<file path="config.mk">
export PLATFORM = sky130hd
export DESIGN_NAME = ifetch_unit
export DESIGN_NICKNAME = d
export VERILOG_FILES = /design/src/rtl/mips_pkg.sv /design/src/rtl/fetch_fifo.sv /design/src/rtl/ifetch_unit.sv
export SDC_FILE = /design/constraint.sdc
export NUM_CORES = 1
export LEC_CHECK = 0
export BUFFER_PORTS_ARGS = -buffer_cell sky130_fd_sc_hd__buf_4
export CORE_MARGIN = 5
export CORE_UTILIZATION = 45
export CTS_CLUSTER_SIZE = 8
export DETAILED_ROUTE_END_ITERATION = 8
export GPL_ROUTABILITY_DRIVEN = 0
export PLACE_DENSITY = 0.78
export REMOVE_ABC_BUFFERS = 1
export SLEW_MARGIN = 10
export SYNTH_ARGS = -nofsm -noshare
export SYNTH_HDL_FRONTEND = slang
export SYNTH_SLANG_ARGS = --single-unit
</file>
<file path="constraint.sdc">
create_clock -name clk -period 6.2 [get_ports clk]
set_clock_uncertainty 0.15 [all_clocks]
set_input_delay 0.62 -clock clk [delete_from_list [all_inputs] [get_ports clk]]
set_output_delay 0.62 -clock clk [all_outputs]
set_load 0.05 [all_outputs]
</file>
<file path="src/rtl/mips_pkg.sv">
// Shared MIPS core types: fetch entry layout, PC stepping and reset address.
// Pure declarations, no logic; imported by the fetch front end.
// No handshake of its own.
package mips_pkg;

  localparam int INSTR_W = 32;
  localparam int PC_W    = 32;

  localparam logic [PC_W-1:0] PC_STEP          = 32'd4;
  localparam logic [PC_W-1:0] RESET_PC_DEFAULT = 32'h0000_0000;

  typedef struct packed {
    logic [PC_W-1:0]    pc;
    logic [INSTR_W-1:0] instr;
  } fetch_entry_t;

  // Byte addresses are word-aligned by discarding the two low bits.
  function automatic logic [PC_W-1:0] word_align(input logic [PC_W-1:0] addr);
    return {addr[PC_W-1:2], 2'b00};
  endfunction

endpackage

</file>
<file path="src/rtl/fetch_fifo.sv">
// Synchronous FIFO of fetch entries between PC generation and decode.
// Latency: a pushed entry is visible at head the cycle after the push edge.
// Backpressure: push is accepted when not full or when popping in the same cycle; flush beats both.
module fetch_fifo
  import mips_pkg::*;
#(
  parameter int DEPTH = 2
) (
  input  logic                     clk,
  input  logic                     reset,
  input  logic                     push,
  input  fetch_entry_t             push_dat,
  input  logic                     pop,
  input  logic                     flush,
  output logic                     full,
  output logic                     empty,
  output logic [$clog2(DEPTH):0]   count,
  output fetch_entry_t             head
);

  localparam int PTR_W = $clog2(DEPTH);
  localparam int CNT_W = PTR_W + 1;

  fetch_entry_t     mem [DEPTH];
  logic [PTR_W-1:0] wr_ptr;
  logic [PTR_W-1:0] rd_ptr;
  logic             do_push;
  logic             do_pop;

  assign empty   = (count == '0);
  assign full    = (count == CNT_W'(DEPTH));
  assign do_pop  = pop && !empty;
  assign do_push = push && (!full || do_pop);

  always_ff @(posedge clk) begin
    if (reset || flush) begin
      wr_ptr <= '0;
      rd_ptr <= '0;
      count  <= '0;
    end else begin
      if (do_push) wr_ptr <= wr_ptr + PTR_W'(1);
      if (do_pop)  rd_ptr <= rd_ptr + PTR_W'(1);
      case ({do_push, do_pop})
        2'b10:   count <= count + CNT_W'(1);
        2'b01:   count <= count - CNT_W'(1);
        default: count <= count;
      endcase
    end
  end

  // Storage needs no reset: pointers and count define which slots are live.
  always_ff @(posedge clk) begin
    if (!reset && !flush && do_push) mem[wr_ptr] <= push_dat;
  end

  assign head = empty ? '0 : mem[rd_ptr];

endmodule

</file>
<file path="src/rtl/ifetch_unit.sv">
// Instruction fetch: owns the PC, reads imem combinationally, queues {pc,instr} to decode.
// Latency: instruction at PC X is on out_* one cycle after the edge where imem_a addresses X.
// Backpressure: fetch stalls (PC holds) while the queue is full and not popping; optional IFETCH_BOUND_CHECK_EN.
module ifetch_unit
  import mips_pkg::*;
#(
  parameter logic [31:0] RESET_PC   = RESET_PC_DEFAULT,
  parameter int          ADDR_W     = 6,
  parameter int          FIFO_DEPTH = 2
) (
  input  logic               clk,
  input  logic               reset,
  output logic [ADDR_W-1:0]  imem_a,
  input  logic [31:0]        imem_rd,
  input  logic               redirect_valid,
  input  logic [31:0]        redirect_pc,
  output logic               out_valid,
  input  logic               out_ready,
  output logic [31:0]        out_instr,
  output logic [31:0]        out_pc,
  output logic               fetch_fault
);

  localparam int CNT_W = $clog2(FIFO_DEPTH) + 1;

  logic [PC_W-1:0]  pc;
  logic             fifo_full;
  logic             fifo_empty;
  logic [CNT_W-1:0] fifo_count;
  fetch_entry_t     head;
  fetch_entry_t     push_dat;
  logic             pop;
  logic             fetch_try;
  logic             push;
  logic             halted;
  logic             unused_count;

  assign imem_a    = pc[ADDR_W+1:2];
  assign out_valid = !fifo_empty;
  assign out_pc    = head.pc;
  assign out_instr = head.instr;
  assign pop       = out_valid && out_ready;

  // A fetch may use the slot freed by a same-cycle pop; redirect suppresses it.
  assign fetch_try = !redirect_valid && (!fifo_full || pop) && !halted;

  assign push_dat.pc    = pc;
  assign push_dat.instr = imem_rd;

  assign unused_count = ^fifo_count;

`ifdef IFETCH_BOUND_CHECK_EN
  logic fault_q;
  logic out_of_range;

  assign out_of_range = |pc[PC_W-1:ADDR_W+2];
  assign push         = fetch_try && !out_of_range;
  assign halted       = fault_q;
  assign fetch_fault  = fault_q;

  always_ff @(posedge clk) begin
    if (reset || redirect_valid) fault_q <= 1'b0;
    else if (fetch_try && out_of_range) fault_q <= 1'b1;
  end
`else
  assign push        = fetch_try;
  assign halted      = 1'b0;
  assign fetch_fault = 1'b0;
`endif

  always_ff @(posedge clk) begin
    if (reset)               pc <= word_align(RESET_PC);
    else if (redirect_valid) pc <= word_align(redirect_pc);
    else if (push)           pc <= pc + PC_STEP;
  end

  fetch_fifo #(
    .DEPTH (FIFO_DEPTH)
  ) u_fifo (
    .clk      (clk),
    .reset    (reset),
    .push     (push),
    .push_dat (push_dat),
    .pop      (pop),
    .flush    (redirect_valid),
    .full     (fifo_full),
    .empty    (fifo_empty),
    .count    (fifo_count),
    .head     (head)
  );

endmodule

</file>
==> results of run 1 <==
[area by class of cell]
class	count	area, um2	share of cell area [%]
flip-flops and latches	159	4430	52.6
multi-input cells	304	2010	23.9
repair buffers	138	1050	12.5
clock buffers	17	425	5.06
well taps	184	230	2.74
clock inverters	15	194	2.31
inverters	21	78.8	0.937
[cell usage after synthesis (5+ instances only)]
master / n / area (um2)
clkbuf_1: 19 / 71.3
dfxtp_1: 35 / 701
nor2_1: 78 / 293
xor2_1: 13 / 114
o21a_1: 16 / 120
o21ai_0: 5 / 25.0
nor3_1: 10 / 50.1
nand2_1: 19 / 71.3
xnor2_1: 18 / 158
a21oi_1: 23 / 115
inv_1: 21 / 78.8
nand3_1: 11 / 55.1
buf_4: 9 / 67.6
nand4_1: 12 / 75.1
edfxtp_1: 124 / 3720
mux2i_1: 66 / 661
[sequential cells by signal, summed over array words and instances, names as in the netlist, named ones only]
signal         count
u_fifo.rd_ptr      1
u_fifo.wr_ptr      1
u_fifo.count       2
pc                30
u_fifo.mem       124
[metrics by stage]
step           instances  utilization, %
5_1_grt              838            58.1
6_report             838            58.1
3_5_place_dp         806            53.8
3_3_place_gp         806            53.8
2_1_floorplan        484               -
4_1_cts              838            58.1
[how the worst max path moves through the flow]
stage | endpoint | slack (ns) | depth (start not counted)
detailed placement | u_fifo.mem[1][20] | 2.92 | 4
CTS | out_pc[26] | 3.23 | 3
floorplan | u_fifo.mem[1][0] | -0.07 | 2
global placement | u_fifo.mem[1][20] | 3.01 | 4
finish | out_instr[10] | 3.24 | 3
global route | out_instr[10] | 3.15 | 3
[critical path, cell delays in order, from the launching register on]
cell and delay [ns]:
dfxtp_4 1.06, mux2i_1 0.32, nor2_1 0.07, buf_4 0.22
[layer usage]
metal | GRT usage, % | wire length, um | vias to the layer above
li1 | - | - | 2089
met1 | 20.6 | 6290 | 2076
met2 | 26.6 | 6890 | 145
met3 | 5.16 | 790 | 10
met4 | 6.11 | 132 | 0
met5 | 0 | 0 | -
[cell families after synthesis]
logic type,after synthesis,share of synthesized area (%)
other cells,1,0.0565
buf+inv,55,3.65
compound gates,49,4.45
simple gates,153,10.8
mux,66,9.95
xor+xnor,31,4.09
fa+ha+maj,2,0.377
flops,159,66.6
[power groups by stage]
stage          Clock (mW)  Sequential [mW]  Combinational (mW)
2_1_floorplan           0             1.25               0.164
3_3_place_gp            0             1.25               0.272
3_5_place_dp            0             1.25               0.279
4_1_cts              1.10             1.23               0.280
5_1_grt              1.14             1.23               0.297
6_report             1.08             1.23               0.278
==> impl_metrics.ini, run 1 <==
[detailed_routing]
wl_per_cell_um = 16.8
ant_nets = 0
routed_wl_um = 14100
drc = 0
drt-pass1-iter-count = 4
viasPerCell = 5.16
vias = 4320
drt_iter0_drc = 330

[timing]
tightest_slew_ns = 1.14
min_period_ns = 2.96
rsz0062_at_grt = no
worst_slack_ns = 3.24
clock.fmax_mhz = 338
slew_viol_final = 0
min_period_over_period_pct = 47.7
setup_viol = 0
hold_viol_final = 0
maxSlewHeadroom_pct = 24.2
hold_ws_ns = 0.239
fin_setup_tns_ns = 0

[place]
pre_cts_slack_ns = 2.92
hpwl_um = 9210
dpl_cell_area_um2 = 7790
io_buffers = 134

[power_and_ir_drop]
netSwitchingFraction_pct = 23.9
intPower_mw = 1.97
vdd_drop_max_uv = 175
seqPwrFrac_pct = 47.6
power_mw = 2.58
p_per_area_nw_per_um2 = 307
switchingPower_uw = 617
combPwrFrac_pct = 10.8
p_clk_share_pct = 41.7
power_leakage_nw = 3.14

[clock_network]
cts_max_level = 4
cts_tree = done
cts-root-buf = clkbuf_16
clock_latency_ns = 0.41
cts_buffers = 17
cts_buffer_depth = 2
post_cts_buffers = 0
path_clk_slew_ns = 0.06
post_cts_resize_count = 0
cts_hold_buf = 0
clock-sinks = 159

[flow_run]
cap_viol_max_count = 0

[logic_synthesis]
async_reset_ff_share_pct = 0
ys.flop_type = edfxtp_1
yosysSeqAreaShare_pct = 66.6
synth-seq-cells = 159
syn_area_um2 = 6640
synthCells = 516
synth-edff-count = 124
yosysWarnings = 0
ys_types = 35
avgSynthCellArea_um2 = 12.9

[hold_path]
hp-class = in -> reg
worstHoldStart = imem_rd[10]
holdPathStages = 1
hold-path-endpoint = u_fifo.mem[0][10]

[critical_path]
crit_path_end_kind = primary output
r2r_end = pc[26]
cp-start-kind = register
cp_data_arrival_time_ns = 2.19
ff2ff_setup_slack_ns = 3.93
worstPathRequired_ns = 5.43
rr_worst_depth = 5
worst-path-max-fanout = 62
crit_type = reg -> out
r2r-start = u_fifo.count[0]

[die]
core-area_um2 = 14500
die_width_um = 131
num_rows = 44
fp.dieH_um = 131
fp.dieArea_um2 = 17300
io_pins = 140
start_util_pct = 45.9

[global_routing]
grt-ovfl-total = 0
antenna_found_initial = 0
grt_pass1_wl_um = 22700
grt_start_max_net_pins = 63
track_usage_pct = 16.3
grt_pass1_vias = 4483

[layout]
area_growth_pct = 26.6
antennaDiodeCount = 0
layout_commonest_cell = buf_4
most-common-layout-cells = buf_4 (137), edfxtp_1 (124), nor2_1 (77), mux2i_1 (66), dfxtp_1 (34)
drive_gt1_share_pct = 26.9
finalInstanceArea_um2 = 8410
nets = 711
num-fill-cells = 1191

[outcome]
status = completed
Note: power is estimated with default switching activity, not from simulation.
==> run 2, diff against run 1 <==
--- a/config.mk
+++ b/config.mk
@@ -11,7 +11,7 @@
 export CTS_CLUSTER_SIZE = 8
 export DETAILED_ROUTE_END_ITERATION = 8
 export GPL_ROUTABILITY_DRIVEN = 0
-export PLACE_DENSITY = 0.78
+export PLACE_DENSITY = 0.76
 export REMOVE_ABC_BUFFERS = 1
 export SLEW_MARGIN = 10
 export SYNTH_ARGS = -nofsm -noshare
==> constraint.sdc (replaced) <==
create_clock -name clk -period 3.05 [get_ports clk]
set_clock_uncertainty 0.15 [all_clocks]
set_input_delay 0.305 -clock clk [delete_from_list [all_inputs] [get_ports clk]]
set_output_delay 0.305 -clock clk [all_outputs]
set_load 0.05 [all_outputs]
==> run 2 against run 1 <==
  * Core utilization up 2.8 points
  * Design area grew 4.8%
  * Via count rose by 2.5%
  * First-iteration DRC count down 27%
  * Cell count rose by 4.9%
==> impl_metrics.ini, run 2 (synthesized netlist as in run 1, its figures left out) <==
[flow_run]
cap_viol_max_count = 0

[die]
io_pins = 140
fp.dieArea_um2 = 17300
num_rows = 44
fp.dieH_um = 131
die_width_um = 131
core-area_um2 = 14500
start_util_pct = 45.9

[global_routing]
antenna_found_initial = 0
track_usage_pct = 16.9
grt_start_max_net_pins = 63
grt-ovfl-total = 0
met1_usage_pct = 21.3
grtUsageMet3_pct = 4.82
busiest_layer = met2
met2_usage_pct = 27.9
grt_pass1_vias = 4591
grt_pass1_wl_um = 23400

[critical_path]
cp-start-kind = register
cpPeakStageDelay_ns = 0.61
slowest_stage = dfxtp_4
worst-path-max-fanout = 42
crit_type = reg -> out
worstPathRequired_ns = 2.59
cp_data_arrival_time_ns = 2.01
cp_cell_sequence = buf_12 > mux2i_1 > nor2_1 > buf_4
crit_path_end_kind = primary output

[layout]
finalInstanceArea_um2 = 8820
layout_commonest_cell = buf_4
nets = 753
largest_register = u_fifo.mem
largest_reg_flops = 124
num-fill-cells = 1125
most-common-layout-cells = buf_4 (137), edfxtp_1 (124), nor2_1 (77), mux2i_1 (66), dlygate4sd3_1 (40)
top_regs = u_fifo.mem: 124 flops, pc: 30 flops, u_fifo.count: 2 flops
area_growth_pct = 32.8
instances_no_fill = 879
antennaDiodeCount = 0
drive_gt1_share_pct = 25.6

[timing]
clock.fmax_mhz = 406
tightest_slew_ns = 0.689
setup_viol = 0
fin_setup_tns_ns = 0
min_period_ns = 2.46
slew_viol_final = 0
hold_viol_final = 0
maxSlewHeadroom_pct = 53.7
min_period_over_period_pct = 80.7
hold_ws_ns = 0.0286
rsz0062_at_grt = no

[detailed_routing]
drt_iter0_drc = 240
wl_per_cell_um = 16.4
viasPerCell = 5.04
routed_wl_um = 14400
drt-pass1-iter-count = 4
drc = 0
ant_nets = 0
vias = 4427

[place]
hpwl_um = 9280
dpl_cell_area_um2 = 7830
io_buffers = 134
placed_cells = 808

[clock_network]
cts_max_level = 4
cts-root-buf = clkbuf_16
path_clk_slew_ns = 0.06
clock_latency_ns = 0.42
cts_buffer_depth = 2
clock-sinks = 159
cts_tree = done
cts_buffers = 17

[power_and_ir_drop]
p_per_area_nw_per_um2 = 591
vdd_drop_max_uv = 404
power_leakage_nw = 3.31

[outcome]
status = completed

[hold_path]
hp-class = in -> reg
-- run 2: what timing repair did --
item / 4_1_cts / 5_1_grt
hold buffers: 40 / 0
hold endpoints to repair: 72 / 0
setup buffers: 0 / 0
resized for setup: 0 / 0
-- run 2: final timing paths --
check / startpoint / to / slack, ns / cells after the start
setup reg to reg: u_fifo.count[0] / pc[14] / 0.73 / 5
hold reg to reg: pc[31] / u_fifo.mem[0][63] / 0.33 / 0
hold / removal: redirect_pc[29] / pc[29] / 0.03 / 3
setup / recovery: register / out_pc[26] / 0.59 / 4
-- run 2: per-stage QoR --
| stage | utilization [%] | total power [mW] | setup WS [ns] |
|---|---|---|---|
| floorplan | - | 2.88 | -2.90 |
| global placement | 54.1 | 3.09 | 0.891 |
| detailed placement | 54.1 | 3.11 | 0.835 |
| CTS | 60.9 | 5.25 | 0.541 |
| global route | 60.9 | 5.41 | 0.487 |
| finish | 60.9 | 5.21 | 0.588 |
-- run 2: cell type report --
class	instances	area [um2]	area share, %
Sequential cell	159	4430	50.2
Multi-Input combinational cell	304	2000	22.7
Timing Repair Buffer	180	1490	16.9
Clock buffer	17	425	4.82
Tap cell	184	230	2.61
Clock inverter	14	168	1.90
Inverter	21	78.8	0.894
-- run 2: layer usage --
layer / part of all wire (%) / up-vias
met1: 44 / 2104
met2: 49 / 134
met5: 0 / -
met3: 5.3 / 22
li1: - / 2167
met4: 1.5 / 0
-- run 2: critical path, delay by kind of cell, from the launching register on --
kind	cells	cell delay, ns
buffers and inverters	2	0.56
DFF	1	0.61
muxes	1	0.30
and+or+nand+nor	1	0.07
-- run 2: power breakdown --
part           internal [mW]  total [mW]  switching, mW  leakage, nW
combinational          0.236       0.616          0.380         1.58
clock                   1.28        2.10          0.825        0.286
sequential              2.43        2.49         0.0610         1.44
total                   3.94        5.21           1.27         3.31
==> run 3, diff against run 2 <==
--- a/config.mk
+++ b/config.mk
@@ -11,7 +11,7 @@
 export CTS_CLUSTER_SIZE = 8
 export DETAILED_ROUTE_END_ITERATION = 8
 export GPL_ROUTABILITY_DRIVEN = 0
-export PLACE_DENSITY = 0.76
+export PLACE_DENSITY = 0.78
 export REMOVE_ABC_BUFFERS = 1
 export SLEW_MARGIN = 10
 export SYNTH_ARGS = -nofsm -noshare
==> constraint.sdc (replaced) <==
create_clock -name clk -period 2.2 [get_ports clk]
set_clock_uncertainty 0.15 [all_clocks]
set_input_delay 0.22 -clock clk [delete_from_list [all_inputs] [get_ports clk]]
set_output_delay 0.22 -clock clk [all_outputs]
set_load 0.05 [all_outputs]
==> run 3 against run 2 <==
  * Sequential power rose by 39%
  * Sequential share of layout area is 1.5 points lower
  * Core utilization is 1.9 points higher
  * Clock power increased by 47%
  * Die area unchanged
  * Flip-flop and latch count unchanged
  * Global-route usage is 0.082 points lower
==> impl_metrics.ini, run 3 (synthesized netlist as in run 1, its figures left out) <==
[critical_path]
r2r_end = pc[30]
worst-path-max-fanout = 7
crit_path_end_kind = register
r2r-start = pc[2]
path_delay_family = simple AND/OR/NAND/NOR gates
worstPathRequired_ns = 2.39
slowest_stage = dfxtp_1
critPathMostFrequentCell = and3_1
ff2ff_setup_slack_ns = 0.18
rr_worst_depth = 7
cp-start-kind = register
cp_cell_sequence = ha_1 > and3_1 > buf_4 > and3_1 > nand3_1 > xor2_1 > a211oi_1
cp.buffers_inverters = 1
crit_type = reg -> reg
cpPeakStageDelay_ns = 0.46
crit_cells = 7
cp_data_arrival_time_ns = 2.21

[clock_network]
cts_buffer_depth = 2
cts_buffers = 17
path_clk_slew_ns = 0.06
cts_max_level = 4
clock-sinks = 159
cts_tree = done
post_cts_buffers = 0
clock_latency_ns = 0.42
cts-root-buf = clkbuf_16

[timing]
slew_viol_final = 0
min_period_over_period_pct = 92.0
clock.fmax_mhz = 494
hold_viol_final = 0
rsz0062_at_grt = no
setup_viol = 0
hold_ws_ns = 0.00953
min_period_ns = 2.02

[layout]
post-route-util_pct = 62.8
nets = 775
largest_reg_flops = 124
antennaDiodeCount = 0
instances_no_fill = 902
most-common-layout-cells = buf_4 (144), edfxtp_1 (124), nor2_1 (77), mux2i_1 (66), dlygate4sd3_1 (53)
layout_commonest_cell = buf_4
top_regs = u_fifo.mem: 124 flops, pc: 30 flops, u_fifo.count: 2 flops
area_growth_pct = 36.9
drive_gt1_share_pct = 26.2
largest_register = u_fifo.mem

[detailed_routing]
drt_iter0_drc = 247
wl_per_cell_um = 16.1
drc = 0
drt-pass1-iter-count = 4
ant_nets = 0
vias = 4538
routed_wl_um = 14500
viasPerCell = 5.03

[die]
core-area_um2 = 14500
fp.dieH_um = 131
fp.dieArea_um2 = 17300
io_pins = 140
num_rows = 44
die_width_um = 131
start_util_pct = 45.9

[hold_path]
worstHoldStart = redirect_pc[17]
hold-path-endpoint = pc[17]
holdPathStages = 4
hp-class = in -> reg

[global_routing]
antenna_found_initial = 0
grt-ovfl-total = 0
grt_pass1_wl_um = 23600
track_usage_pct = 16.8
grt_pass1_vias = 4561
grt_start_max_net_pins = 63

[power_and_ir_drop]
vdd_drop_max_uv = 536
power_mw = 7.43
power_leakage_nw = 3.43
p_per_area_nw_per_um2 = 817

[outcome]
status = completed

[place]
hpwl_um = 9290
io_buffers = 134
placed_cells = 817

[flow_run]
cap_viol_max_count = 0
==> run 3: cell count changes in the layout (fill, tap and decap cells not counted), sizes merged <==
cell	before	now
inv	22	21
bufinv	3	5
buf	140	149
clkinvlp	2	3
clkinv	8	4
dlygate4sd3	40	53
clkbuf	17	20
==> run 3: worst reg2reg max path: cells and delay by family (launching register included) <==
kind                       cells  cell delay, ns
AOI/OAI and AO/OA              1            0.22
adders and majority gates      1            0.21
buffers and inverters          1            0.14
and+or+nand+nor                3            0.60
xor gates and xnor gates       1            0.18
DFF                            1            0.46
==> run 3: report_power, final <==
part / leakage [nW] / internal, mW / switching [mW]
clock network: 0.297 / 2.00 / 1.09
logic: 1.69 / 0.352 / 0.538
registers: 1.44 / 3.37 / 0.0813
total: 3.43 / 5.72 / 1.71
==> run 3: metal layers <==
metal / up-vias / track usage (%) / share of wire [%]
li1: 2222 / - / -
met1: 2145 / 21.3 / 44
met2: 147 / 27.3 / 48
met3: 24 / 4.66 / 5.6
met4: 0 / 6.86 / 1.9
met5: - / 0 / 0
==> run 3: how the worst max path moves through the flow <==
| stage | start | slack, ns | to |
|---|---|---|---|
| detailed placement | pc[2] | 0.11 | pc[14] |
| global route | pc[2] | 0.08 | pc[30] |
| finish | pc[2] | 0.18 | pc[30] |
| CTS | pc[7] | 0.07 | pc[11] |
| global placement | pc[7] | 0.17 | pc[11] |
| floorplan | redirect_valid | -3.67 | u_fifo.mem[1][0] |
==> run 3: cell type report <==
cell class,instances,area [um2]
clock buffers,20,437
clock inverters,12,191
fillers,1132,5390
inverters,21,78.8
multi-input cells,304,2020
flip-flops and latches,159,4430
well taps,184,230
repair buffers,202,1710
==> run 3: metrics by stage <==
stage	area [um2]	setup slack, ns	TNS, ns
3_5_place_dp	7920	0.114	0
4_1_cts	9080	0.0670	0
6_report	9090	0.176	0
5_1_grt	9090	0.0813	0
3_3_place_gp	7920	0.166	0
2_1_floorplan	6490	-3.67	-524.44
==> run 3: what timing repair did <==
action / in CTS / in global routing
hold buffers: 53 / 0
gates resized for setup: 0 / 3
endpoints found under the setup margin: 0 / 6
hold endpoints to repair: 85 / 0
